<file path="config.mk">
export PLATFORM = sky130hd
export DESIGN_NAME = riscv_trace_buffer_flat
export DESIGN_NICKNAME = d
export VERILOG_FILES = /design/src/rtl/riscv_trace_pkg.sv /design/src/rtl/riscv_trace_buffer_if.sv /design/src/rtl/trace_fifo.sv /design/src/rtl/riscv_trace_buffer.sv /design/src/flat_wrapper.sv
export SDC_FILE = /design/constraint.sdc
export NUM_CORES = 1
export LEC_CHECK = 0
export CORE_AREA = 2 2 258 361
export DETAILED_ROUTE_END_ITERATION = 10
export DIE_AREA = 0 0 260 363
export GPL_TIMING_DRIVEN = 1
export PLACE_DENSITY = 0.61
export SLEW_MARGIN = 30
export SYNTH_ARGS = -nofsm -noshare
export SYNTH_HDL_FRONTEND = slang
export SYNTH_SLANG_ARGS = --single-unit
</file>
<file path="constraint.sdc">
create_clock -name clk -period 8 [get_ports clk]
set_input_delay 1.6 -clock clk [delete_from_list [all_inputs] [get_ports clk]]
set_output_delay 1.6 -clock clk [all_outputs]
set_load 0.01 [all_outputs]
</file>
<file path="src/rtl/riscv_trace_pkg.sv">
// -----------------------------------------------------------------------------
// riscv_trace_pkg
// Shared definitions for the RISC-V EX-stage trace buffer:
//   - trace_state_t : capture FSM encoding (IDLE=0, ARMED=1, CAPTURE=2, FROZEN=3)
//   - FLAG_*        : bit positions inside the 6-bit flag field
//   - trace_entry_t : one 70-bit FIFO entry {pc, alu, flags}
//   - pack_flags    : builds the flag field from the pipeline side signals
//   - sat_inc16     : saturating 16-bit increment for the event counters
// -----------------------------------------------------------------------------
package riscv_trace_pkg;

    typedef enum logic [1:0] {
        IDLE    = 2'd0,
        ARMED   = 2'd1,
        CAPTURE = 2'd2,
        FROZEN  = 2'd3
    } trace_state_t;

    localparam int FLAG_W        = 6;
    localparam int ENTRY_W       = 70;
    localparam int FLAG_PCSRC    = 5;
    localparam int FLAG_STALL    = 4;
    localparam int FLAG_FWDA_LSB = 2;
    localparam int FLAG_FWDB_LSB = 0;

    typedef struct packed {
        logic [31:0]       pc;
        logic [31:0]       alu;
        logic [FLAG_W-1:0] flags;
    } trace_entry_t;

    function automatic logic [FLAG_W-1:0] pack_flags(
        input logic       pcsrc,
        input logic       stall,
        input logic [1:0] fwd_a,
        input logic [1:0] fwd_b
    );
        logic [FLAG_W-1:0] f;
        f                                 = '0;
        f[FLAG_PCSRC]                     = pcsrc;
        f[FLAG_STALL]                     = stall;
        f[FLAG_FWDA_LSB+1:FLAG_FWDA_LSB]  = fwd_a;
        f[FLAG_FWDB_LSB+1:FLAG_FWDB_LSB]  = fwd_b;
        return f;
    endfunction

    function automatic logic [15:0] sat_inc16(input logic [15:0] v);
        return (v == 16'hFFFF) ? v : v + 16'd1;
    endfunction

endpackage

</file>
<file path="src/rtl/riscv_trace_buffer_if.sv">
// -----------------------------------------------------------------------------
// riscv_trace_buffer_if
// Valid/ready stream carrying the head entry of the trace FIFO to a consumer.
//   trc_valid  : head entry available (producer -> consumer)
//   trc_ready  : consumer accepts the head entry this cycle
//   trc_pc     : head entry PC
//   trc_alu    : head entry ALU result
//   trc_flags  : head entry {PCSrc, pipeline_stall, forwardA, forwardB}
// master = trace buffer side, slave = consumer side.
// -----------------------------------------------------------------------------
interface riscv_trace_buffer_if;

    logic        trc_valid;
    logic        trc_ready;
    logic [31:0] trc_pc;
    logic [31:0] trc_alu;
    logic [5:0]  trc_flags;

    modport master (
        output trc_valid, trc_pc, trc_alu, trc_flags,
        input  trc_ready
    );

    modport slave (
        input  trc_valid, trc_pc, trc_alu, trc_flags,
        output trc_ready
    );

endinterface

</file>
<file path="src/rtl/trace_fifo.sv">
// -----------------------------------------------------------------------------
// trace_fifo
// DEPTH x 70-bit FIFO with a registered head entry.
//   clk, reset : clock, synchronous active-low reset
//   push       : write wdata (ignored when full)
//   pop        : drop the head entry (ignored when empty)
//   wdata      : entry to write
//   head       : registered head entry, zero after reset
//   count      : occupancy 0..DEPTH
// A word written at edge N reaches head only from edge N onward (no bypass
// from wdata to head in the same cycle).
// -----------------------------------------------------------------------------
module trace_fifo
    import riscv_trace_pkg::*;
#(
    parameter int DEPTH = 8
) (
    input  logic         clk,
    input  logic         reset,
    input  logic         push,
    input  logic         pop,
    input  trace_entry_t wdata,
    output trace_entry_t head,
    output logic [4:0]   count
);

    localparam int          AW      = $clog2(DEPTH);
    localparam logic [4:0]  DEPTH_C = 5'(DEPTH);

    trace_entry_t  mem [DEPTH];
    logic [AW-1:0] wr_ptr;
    logic [AW-1:0] rd_ptr;
    logic [AW-1:0] rd_ptr_n;
    logic          push_ok;
    logic          pop_ok;
    logic [4:0]    count_n;
    trace_entry_t  head_n;

    // NOTE: every signal assigned here gets a default first, so no path
    // leaves it unassigned and no latch is inferred.
    always_comb begin
        push_ok  = push && (count != DEPTH_C);
        pop_ok   = pop && (count != 5'd0);
        rd_ptr_n = pop_ok ? rd_ptr + 1'b1 : rd_ptr;
        count_n  = count + 5'(push_ok) - 5'(pop_ok);
        head_n   = head;
        // The slot that becomes head is either being written right now
        // (FIFO empty, or emptied by this pop) or already sits in memory.
        if (push_ok && (wr_ptr == rd_ptr_n)) begin
            head_n = wdata;
        end else if (pop_ok && (count_n != 5'd0)) begin
            head_n = mem[rd_ptr_n];
        end
    end

    // NOTE: the storage array has no reset; occupancy and pointers decide
    // what is valid, and leaving it unreset keeps it mappable to plain RAM.
    always_ff @(posedge clk) begin
        if (push_ok) begin
            mem[wr_ptr] <= wdata;
        end
    end

    // NOTE: sequential state uses non-blocking assignments only, so every
    // register samples pre-edge values regardless of statement order.
    always_ff @(posedge clk) begin
        if (!reset) begin
            wr_ptr <= '0;
            rd_ptr <= '0;
            count  <= '0;
            head   <= '0;
        end else begin
            if (push_ok) begin
                wr_ptr <= wr_ptr + 1'b1;
            end
            rd_ptr <= rd_ptr_n;
            count  <= count_n;
            head   <= head_n;
        end
    end

endmodule

</file>
<file path="src/rtl/riscv_trace_buffer.sv">
// -----------------------------------------------------------------------------
// riscv_trace_buffer
// Triggered capture of EX-stage trace samples into a FIFO.
//   clk, reset          : clock, synchronous active-low reset
//   arm                 : 1 = enable trigger/capture, 0 = return to IDLE
//   trig_pc             : PC value that starts capture
//   PC_EX, ALU_OUT_EX   : EX-stage PC and ALU result
//   PCSrc               : branch/jump taken
//   pipeline_stall      : stalled cycles are never sampled
//   forwardA, forwardB  : forwarding mux selects
//   trc                 : head-entry stream (valid/ready), master side
//   state               : IDLE=0, ARMED=1, CAPTURE=2, FROZEN=3
//   count               : FIFO occupancy
//   stall_count         : stalled cycles seen in CAPTURE (saturating)
//   branch_count        : taken-branch samples seen in CAPTURE (saturating)
// -----------------------------------------------------------------------------
module riscv_trace_buffer
    import riscv_trace_pkg::*;
#(
    parameter int DEPTH = 8
) (
    input  logic        clk,
    input  logic        reset,
    input  logic        arm,
    input  logic [31:0] trig_pc,
    input  logic [31:0] PC_EX,
    input  logic [31:0] ALU_OUT_EX,
    input  logic        PCSrc,
    input  logic        pipeline_stall,
    input  logic [1:0]  forwardA,
    input  logic [1:0]  forwardB,
    riscv_trace_buffer_if.master trc,
    output logic [1:0]  state,
    output logic [4:0]  count,
    output logic [15:0] stall_count,
    output logic [15:0] branch_count
);

    localparam logic [4:0] DEPTH_C   = 5'(DEPTH);
    localparam logic [4:0] DEPTH_M1  = 5'(DEPTH - 1);

    trace_state_t state_q;
    trace_entry_t wdata;
    trace_entry_t head;
    logic         sample;
    logic         full;
    logic         trigger;
    logic         push;
    logic         pop;
    logic         fills;

    always_comb begin
        sample  = !pipeline_stall;
        full    = (count == DEPTH_C);
        pop     = trc.trc_ready && (count != 5'd0);
        trigger = arm && sample && (state_q == ARMED) && (PC_EX == trig_pc);
        push    = !full && (trigger || (arm && sample && (state_q == CAPTURE)));
        // This write takes the FIFO to DEPTH: the capture window closes on it.
        fills   = push && !pop && (count == DEPTH_M1);
        wdata   = '{pc:    PC_EX,
                    alu:   ALU_OUT_EX,
                    flags: pack_flags(PCSrc, pipeline_stall, forwardA, forwardB)};
    end

    trace_fifo #(
        .DEPTH (DEPTH)
    ) u_fifo (
        .clk   (clk),
        .reset (reset),
        .push  (push),
        .pop   (pop),
        .wdata (wdata),
        .head  (head),
        .count (count)
    );

    always_ff @(posedge clk) begin
        if (!reset) begin
            state_q      <= IDLE;
            stall_count  <= '0;
            branch_count <= '0;
        end else if (!arm) begin
            state_q <= IDLE;
        end else begin
            case (state_q)
                IDLE: begin
                    state_q      <= ARMED;
                    stall_count  <= '0;
                    branch_count <= '0;
                end
                ARMED: begin
                    // A re-arm on a full FIFO has nowhere to put the trigger
                    // sample, so the window is closed immediately.
                    if (trigger) begin
                        state_q <= (full || fills) ? FROZEN : CAPTURE;
                    end
                end
                CAPTURE: begin
                    if (fills) begin
                        state_q <= FROZEN;
                    end
                    if (pipeline_stall) begin
                        stall_count <= sat_inc16(stall_count);
                    end
                    if (sample && PCSrc) begin
                        branch_count <= sat_inc16(branch_count);
                    end
                end
                FROZEN: begin
                    state_q <= FROZEN;
                end
                default: begin
                    state_q <= IDLE;
                end
            endcase
        end
    end

    assign state         = state_q;
    assign trc.trc_valid = (count != 5'd0);
    assign trc.trc_pc    = head.pc;
    assign trc.trc_alu   = head.alu;
    assign trc.trc_flags = head.flags;

endmodule

</file>
<file path="src/flat_wrapper.sv">
// flat-port wrapper written by rule: the top's interface ports become plain ports
module riscv_trace_buffer_flat import riscv_trace_pkg::*;
#(
    parameter int DEPTH = 8
)
  (clk, reset, arm, trig_pc, PC_EX, ALU_OUT_EX, PCSrc, pipeline_stall, forwardA, forwardB, state, count, stall_count, branch_count, trc_trc_valid, trc_trc_pc, trc_trc_alu, trc_trc_flags, trc_trc_ready);
  riscv_trace_buffer_if trc_i ();
  input  logic clk;
  input  logic reset;
  input  logic arm;
  input  logic [31:0] trig_pc;
  input  logic [31:0] PC_EX;
  input  logic [31:0] ALU_OUT_EX;
  input  logic PCSrc;
  input  logic pipeline_stall;
  input  logic [1:0] forwardA;
  input  logic [1:0] forwardB;
  output logic [1:0] state;
  output logic [4:0] count;
  output logic [15:0] stall_count;
  output logic [15:0] branch_count;
  output wire logic [$bits(trc_i.trc_valid)-1:0] trc_trc_valid;
  output wire logic [$bits(trc_i.trc_pc)-1:0] trc_trc_pc;
  output wire logic [$bits(trc_i.trc_alu)-1:0] trc_trc_alu;
  output wire logic [$bits(trc_i.trc_flags)-1:0] trc_trc_flags;
  input wire logic [$bits(trc_i.trc_ready)-1:0] trc_trc_ready;
  assign trc_trc_valid = trc_i.trc_valid;
  assign trc_trc_pc = trc_i.trc_pc;
  assign trc_trc_alu = trc_i.trc_alu;
  assign trc_trc_flags = trc_i.trc_flags;
  assign trc_i.trc_ready = trc_trc_ready;
  riscv_trace_buffer #(.DEPTH(DEPTH)) u_core (.clk(clk), .reset(reset), .arm(arm), .trig_pc(trig_pc), .PC_EX(PC_EX), .ALU_OUT_EX(ALU_OUT_EX), .PCSrc(PCSrc), .pipeline_stall(pipeline_stall), .forwardA(forwardA), .forwardB(forwardB), .trc(trc_i), .state(state), .count(count), .stall_count(stall_count), .branch_count(branch_count));
endmodule
</file>
==> metrics.log <==
INFO  metric fmax = 146 MHz
INFO  metric max_slew.worst_pin.slew = 0.924 ns
INFO  metric pwr_density_cell = 286 nW/um2
INFO  metric gr-usage-met1 = 22.6%
INFO  metric critPathMaxFanout = 45
INFO  metric power.total = 10.2 mW
INFO  metric slew_violations = 0
INFO  metric intPower = 7.13 mW
INFO  metric finClkSkew = 0.0164 ns
INFO  metric grt-ovfl-total = 0
INFO  metric post_synth_and_or_nand_nor_area_fraction = 4.39%
INFO  metric dieArea = 94,400 um2
INFO  metric grt_antenna_before_repair = 9
INFO  metric result_of_the_run = completed
INFO  metric initial_utilization = 32.8%
INFO  metric setup_ws = 1.17 ns
INFO  metric combinational_family_with_the_most_area_after_synthesis = multiplexers
INFO  metric tns = 0 ns
INFO  metric slew_headroom = 37.7%
INFO  metric cts_made_buffers = 61
INFO  metric mappedNetlistNets = 1,956
INFO  metric via_count = 18.4k
INFO  metric synth_xor_area_share = 1.82%
INFO  metric htree_levels = 2
INFO  metric tritoncts_num_sinks = 675
INFO  metric wire_length_of_the_first_global_routing_pass = 127,000 um
INFO  metric period_utilization = 85.3%
INFO  metric drc = 0
INFO  metric tritoncts_clock_tree = done
INFO  metric detail_route.wl_per_cell = 26.6 um
INFO  metric grt_util_met3 = 2.50%
INFO  metric num_rows = 131
INFO  metric clk_latency = 0.64 ns
INFO  metric hold_ws = 0.476 ns
INFO  metric final_period_minus_worst_setup_slack = 6.83 ns
INFO  metric clock_tree.root_cell = sky130_fd_sc_hd__clkbuf_16
INFO  metric largest_net_degree_at_the_start_of_global_routing = 72
INFO  metric drt_iter0_drc = 1,630
INFO  metric syn-cell-area = 29,800 um2
INFO  metric fp.dieH = 363 um
INFO  metric max_cap_viol_count = 0
INFO  metric power.net_switching = 3.11 mW
INFO  metric first_global_vias = 19.2k
INFO  metric primary_ff_master_synth = sky130_fd_sc_hd__edfxtp_1
INFO  metric synth_compound_area_share = 7.38%
INFO  metric setup.worst_path.class = primary input to flip-flop
INFO  metric cp_data_required_time = 8.54 ns
INFO  metric worst_ep_arrival = 7.37 ns
INFO  metric rsz_0062_raised_after_global_routing = false
INFO  metric gr-usage-all-layers = 18.2%
INFO  metric clk_path_buf_depth = 3
INFO  metric layout-drive-gt1-share = 15.7%
INFO  metric vdd_drop_max = 0.203 mV
INFO  metric report.final.hold_viol_count = 0
INFO  metric timing.hold.worst.class = flip-flop to flip-flop
INFO  metric clock_power_share = 30.7%
INFO  metric postSynthAreaPerCell = 16.2 um2
INFO  metric cts_setup_buffers = 0
INFO  metric setup_viol = 0
INFO  metric dr.pass1.iters = 6
INFO  metric netlist_instances = 1,838
INFO  metric final_antenna_net_count = 0
INFO  metric gr-max-usage-layer = met2
INFO  metric synthMuxAreaShare = 19.7%
INFO  metric die_width = 260 um
INFO  metric place.gp.congestion = 0.830
INFO  metric seq_area_frac_synth = 64.1%
INFO  metric placement.setup.worst_slack = 0.418 ns
INFO  metric category_of_the_worst_setup_path_launch_point = primary input
INFO  metric share_seq_of_total_power = 40.3%
INFO  metric static_leakage = 10.8 nW
INFO  metric detail_route.wirelength = 87,400 um
INFO  metric hpwlAfterDp = 51,200 um
INFO  metric grt_use_met2 = 32.1%
INFO  metric comb_power_share = 29.1%
INFO  metric core-area = 91,000 um2
INFO  metric finalCoreUtilization = 39.3%
INFO  metric timing.critical_path.to_type = flip-flop
INFO  metric post_synth_edffs = 560
INFO  metric postSynthRegisterBits = 675
INFO  metric postSynth.asyncResetShare = 0%
INFO  metric detail_route.vias_per_cell = 5.59
INFO  metric design.portCount = 216
INFO  metric cts-hold-fix-buffers = 0
INFO  metric yosysWarnings = 0
INFO  metric synth_fa_ha_area_share = 0.529%
INFO  metric nets = 2,151
INFO  metric switching_share = 30.4%
INFO  metric io_buffers = 215
INFO  metric clk_pin_slew = 0.07 ns
INFO  metric yosysUniqueCellTypes = 58
INFO  metric flow.area_growth_from_synthesis = 19.9%
INFO  metric post_cts_resize_count = 0
layer usage:
layer / share of wire [%] / vias to the layer above
met5: 0.088 / -
met4: 3.2 / 12
met3: 5.4 / 171
met2: 51 / 671
met1: 40 / 9637
li1: - / 7886
worst paths after layout:
check                              from                    end  slack [ns]  cells after the start
hold reg to reg   u_core.u_fifo.head[4]  u_core.u_fifo.head[4]        0.48                      2
hold / removal    u_core.u_fifo.head[4]  u_core.u_fifo.head[4]        0.48                      2
setup / recovery               PC_EX[3]  u_core.u_fifo.head[3]        1.17                     17
setup reg to reg        u_core.state[0]  u_core.u_fifo.head[3]        2.61                     16
power groups by stage:
stage / logic, mW / registers (mW) / clock network, mW
CTS: 2.98 / 4.12 / 3.20
detailed placement: 2.98 / 4.19 / 0
floorplan: 1.88 / 4.16 / 0
global placement: 2.94 / 4.20 / 0
finish: 2.98 / 4.12 / 3.14
global route: 3.15 / 4.13 / 3.32
state kept, by name, summed over array words and instances, names as in the netlist:
name	count
u_core.u_fifo.mem	560
u_core.u_fifo.head	70
u_core.branch_count	16
u_core.stall_count	16
u_core.u_fifo.count	5
u_core.u_fifo.rd_ptr	3
u_core.u_fifo.wr_ptr	3
u_core.state	2
cells by family after synthesis:
group / Yosys count
DFF: 675
buffers and inverters: 147
adders and majority gates: 12
AOI/OAI and AO/OA: 269
and+or+nand+nor: 259
xor gates and xnor gates: 62
muxes: 414
area by class of cell:
cell class / instances / area, um2
inverters: 14 / 55.1
multi-input cells: 1016 / 10300
clock buffers: 80 / 1690
diodes: 4 / 10.0
fillers: 8253 / 55200
flip-flops and latches: 675 / 19100
well taps: 1197 / 1500
repair buffers: 265 / 2680
clock inverters: 36 / 452
stage by stage:
| step | instances | area, um2 |
|---|---|---|
| final | 3287 | 35800 |
| after global routing | 3286 | 35800 |
| after CTS | 3281 | 35700 |
| after detailed placement | 3165 | 33600 |
| after global placement | 3159 | 33400 |
| after floorplan | 1838 | 29800 |
layout by cell type (no fill, tap or decap), types with 61 or more instances in the layout:
master	synthesis	layout
sky130_fd_sc_hd__a211oi_1	75	75
sky130_fd_sc_hd__a2bb2oi_1	67	67
sky130_fd_sc_hd__a311oi_1	61	61
sky130_fd_sc_hd__clkbuf_16	0	63
sky130_fd_sc_hd__clkdlybuf4s50_1	0	215
sky130_fd_sc_hd__dfxtp_1	115	114
sky130_fd_sc_hd__edfxtp_1	560	560
sky130_fd_sc_hd__mux2i_1	274	274
sky130_fd_sc_hd__mux4_2	137	137
sky130_fd_sc_hd__nand2_1	75	74
worst max-delay path, stage by stage:
cell and delay, ns:
sky130_fd_sc_hd__clkdlybuf4s50_1 0.62, sky130_fd_sc_hd__xnor2_1 0.72, sky130_fd_sc_hd__nand4_1 0.21, sky130_fd_sc_hd__nor4_1 0.30, sky130_fd_sc_hd__nand4_1 0.44, sky130_fd_sc_hd__nand2_1 0.33, sky130_fd_sc_hd__ha_1 0.18, sky130_fd_sc_hd__inv_1 0.04
sky130_fd_sc_hd__ha_1 0.20, sky130_fd_sc_hd__fa_1 0.44, sky130_fd_sc_hd__xor2_1 0.19, sky130_fd_sc_hd__nor3_1 0.42, sky130_fd_sc_hd__nand3b_1 0.28, sky130_fd_sc_hd__o21ai_4 0.20, sky130_fd_sc_hd__buf_4 0.67, sky130_fd_sc_hd__a2bb2oi_1 0.18
sky130_fd_sc_hd__a311oi_1 0.30
Yosys cell counts (2+ instances only):
cell	n	share of area (%)
sky130_fd_sc_hd__nand4_1	26	0.55
sky130_fd_sc_hd__a311oi_1	61	1.8
sky130_fd_sc_hd__nor3_1	14	0.23
sky130_fd_sc_hd__nand2b_1	9	0.19
sky130_fd_sc_hd__a22oi_1	2	0.050
sky130_fd_sc_hd__and3_1	5	0.10
sky130_fd_sc_hd__xnor2_1	46	1.4
sky130_fd_sc_hd__or3_1	6	0.13
sky130_fd_sc_hd__and2_1	5	0.10
sky130_fd_sc_hd__a21oi_1	14	0.23
sky130_fd_sc_hd__nand2_1	75	0.94
sky130_fd_sc_hd__a2bb2oi_1	67	2.0
sky130_fd_sc_hd__nor3b_1	2	0.050
sky130_fd_sc_hd__buf_2	46	0.77
sky130_fd_sc_hd__or4_1	2	0.050
sky130_fd_sc_hd__o211ai_1	2	0.050
sky130_fd_sc_hd__edfxtp_1	560	56
sky130_fd_sc_hd__dfxtp_1	115	7.7
sky130_fd_sc_hd__nand4b_1	3	0.088
sky130_fd_sc_hd__mux2_2	3	0.11
sky130_fd_sc_hd__and4_1	4	0.12
sky130_fd_sc_hd__o2111ai_1	6	0.18
sky130_fd_sc_hd__ha_1	11	0.46
sky130_fd_sc_hd__mux4_2	137	10
sky130_fd_sc_hd__clkbuf_1	81	1.0
sky130_fd_sc_hd__and4b_1	2	0.067
sky130_fd_sc_hd__nand3_1	41	0.69
sky130_fd_sc_hd__nor2_1	48	0.60
sky130_fd_sc_hd__a21o_1	2	0.050
sky130_fd_sc_hd__a31oi_1	3	0.063
sky130_fd_sc_hd__buf_1	3	0.038
sky130_fd_sc_hd__mux2i_1	274	9.2
sky130_fd_sc_hd__xor2_1	16	0.47
sky130_fd_sc_hd__nor2b_1	2	0.042
sky130_fd_sc_hd__nand3b_1	3	0.076
sky130_fd_sc_hd__nor4_1	7	0.15
sky130_fd_sc_hd__inv_1	10	0.13
sky130_fd_sc_hd__a311oi_2	10	0.50
sky130_fd_sc_hd__buf_6	2	0.076
sky130_fd_sc_hd__a211oi_1	75	1.9
sky130_fd_sc_hd__o21ai_0	15	0.25
sky130_fd_sc_hd__inv_2	4	0.050
sky130_fd_sc_hd__o21a_1	2	0.050
sky130_fd_sc_hd__o21ai_1	3	0.050
(Power assumes the default switching activity.)
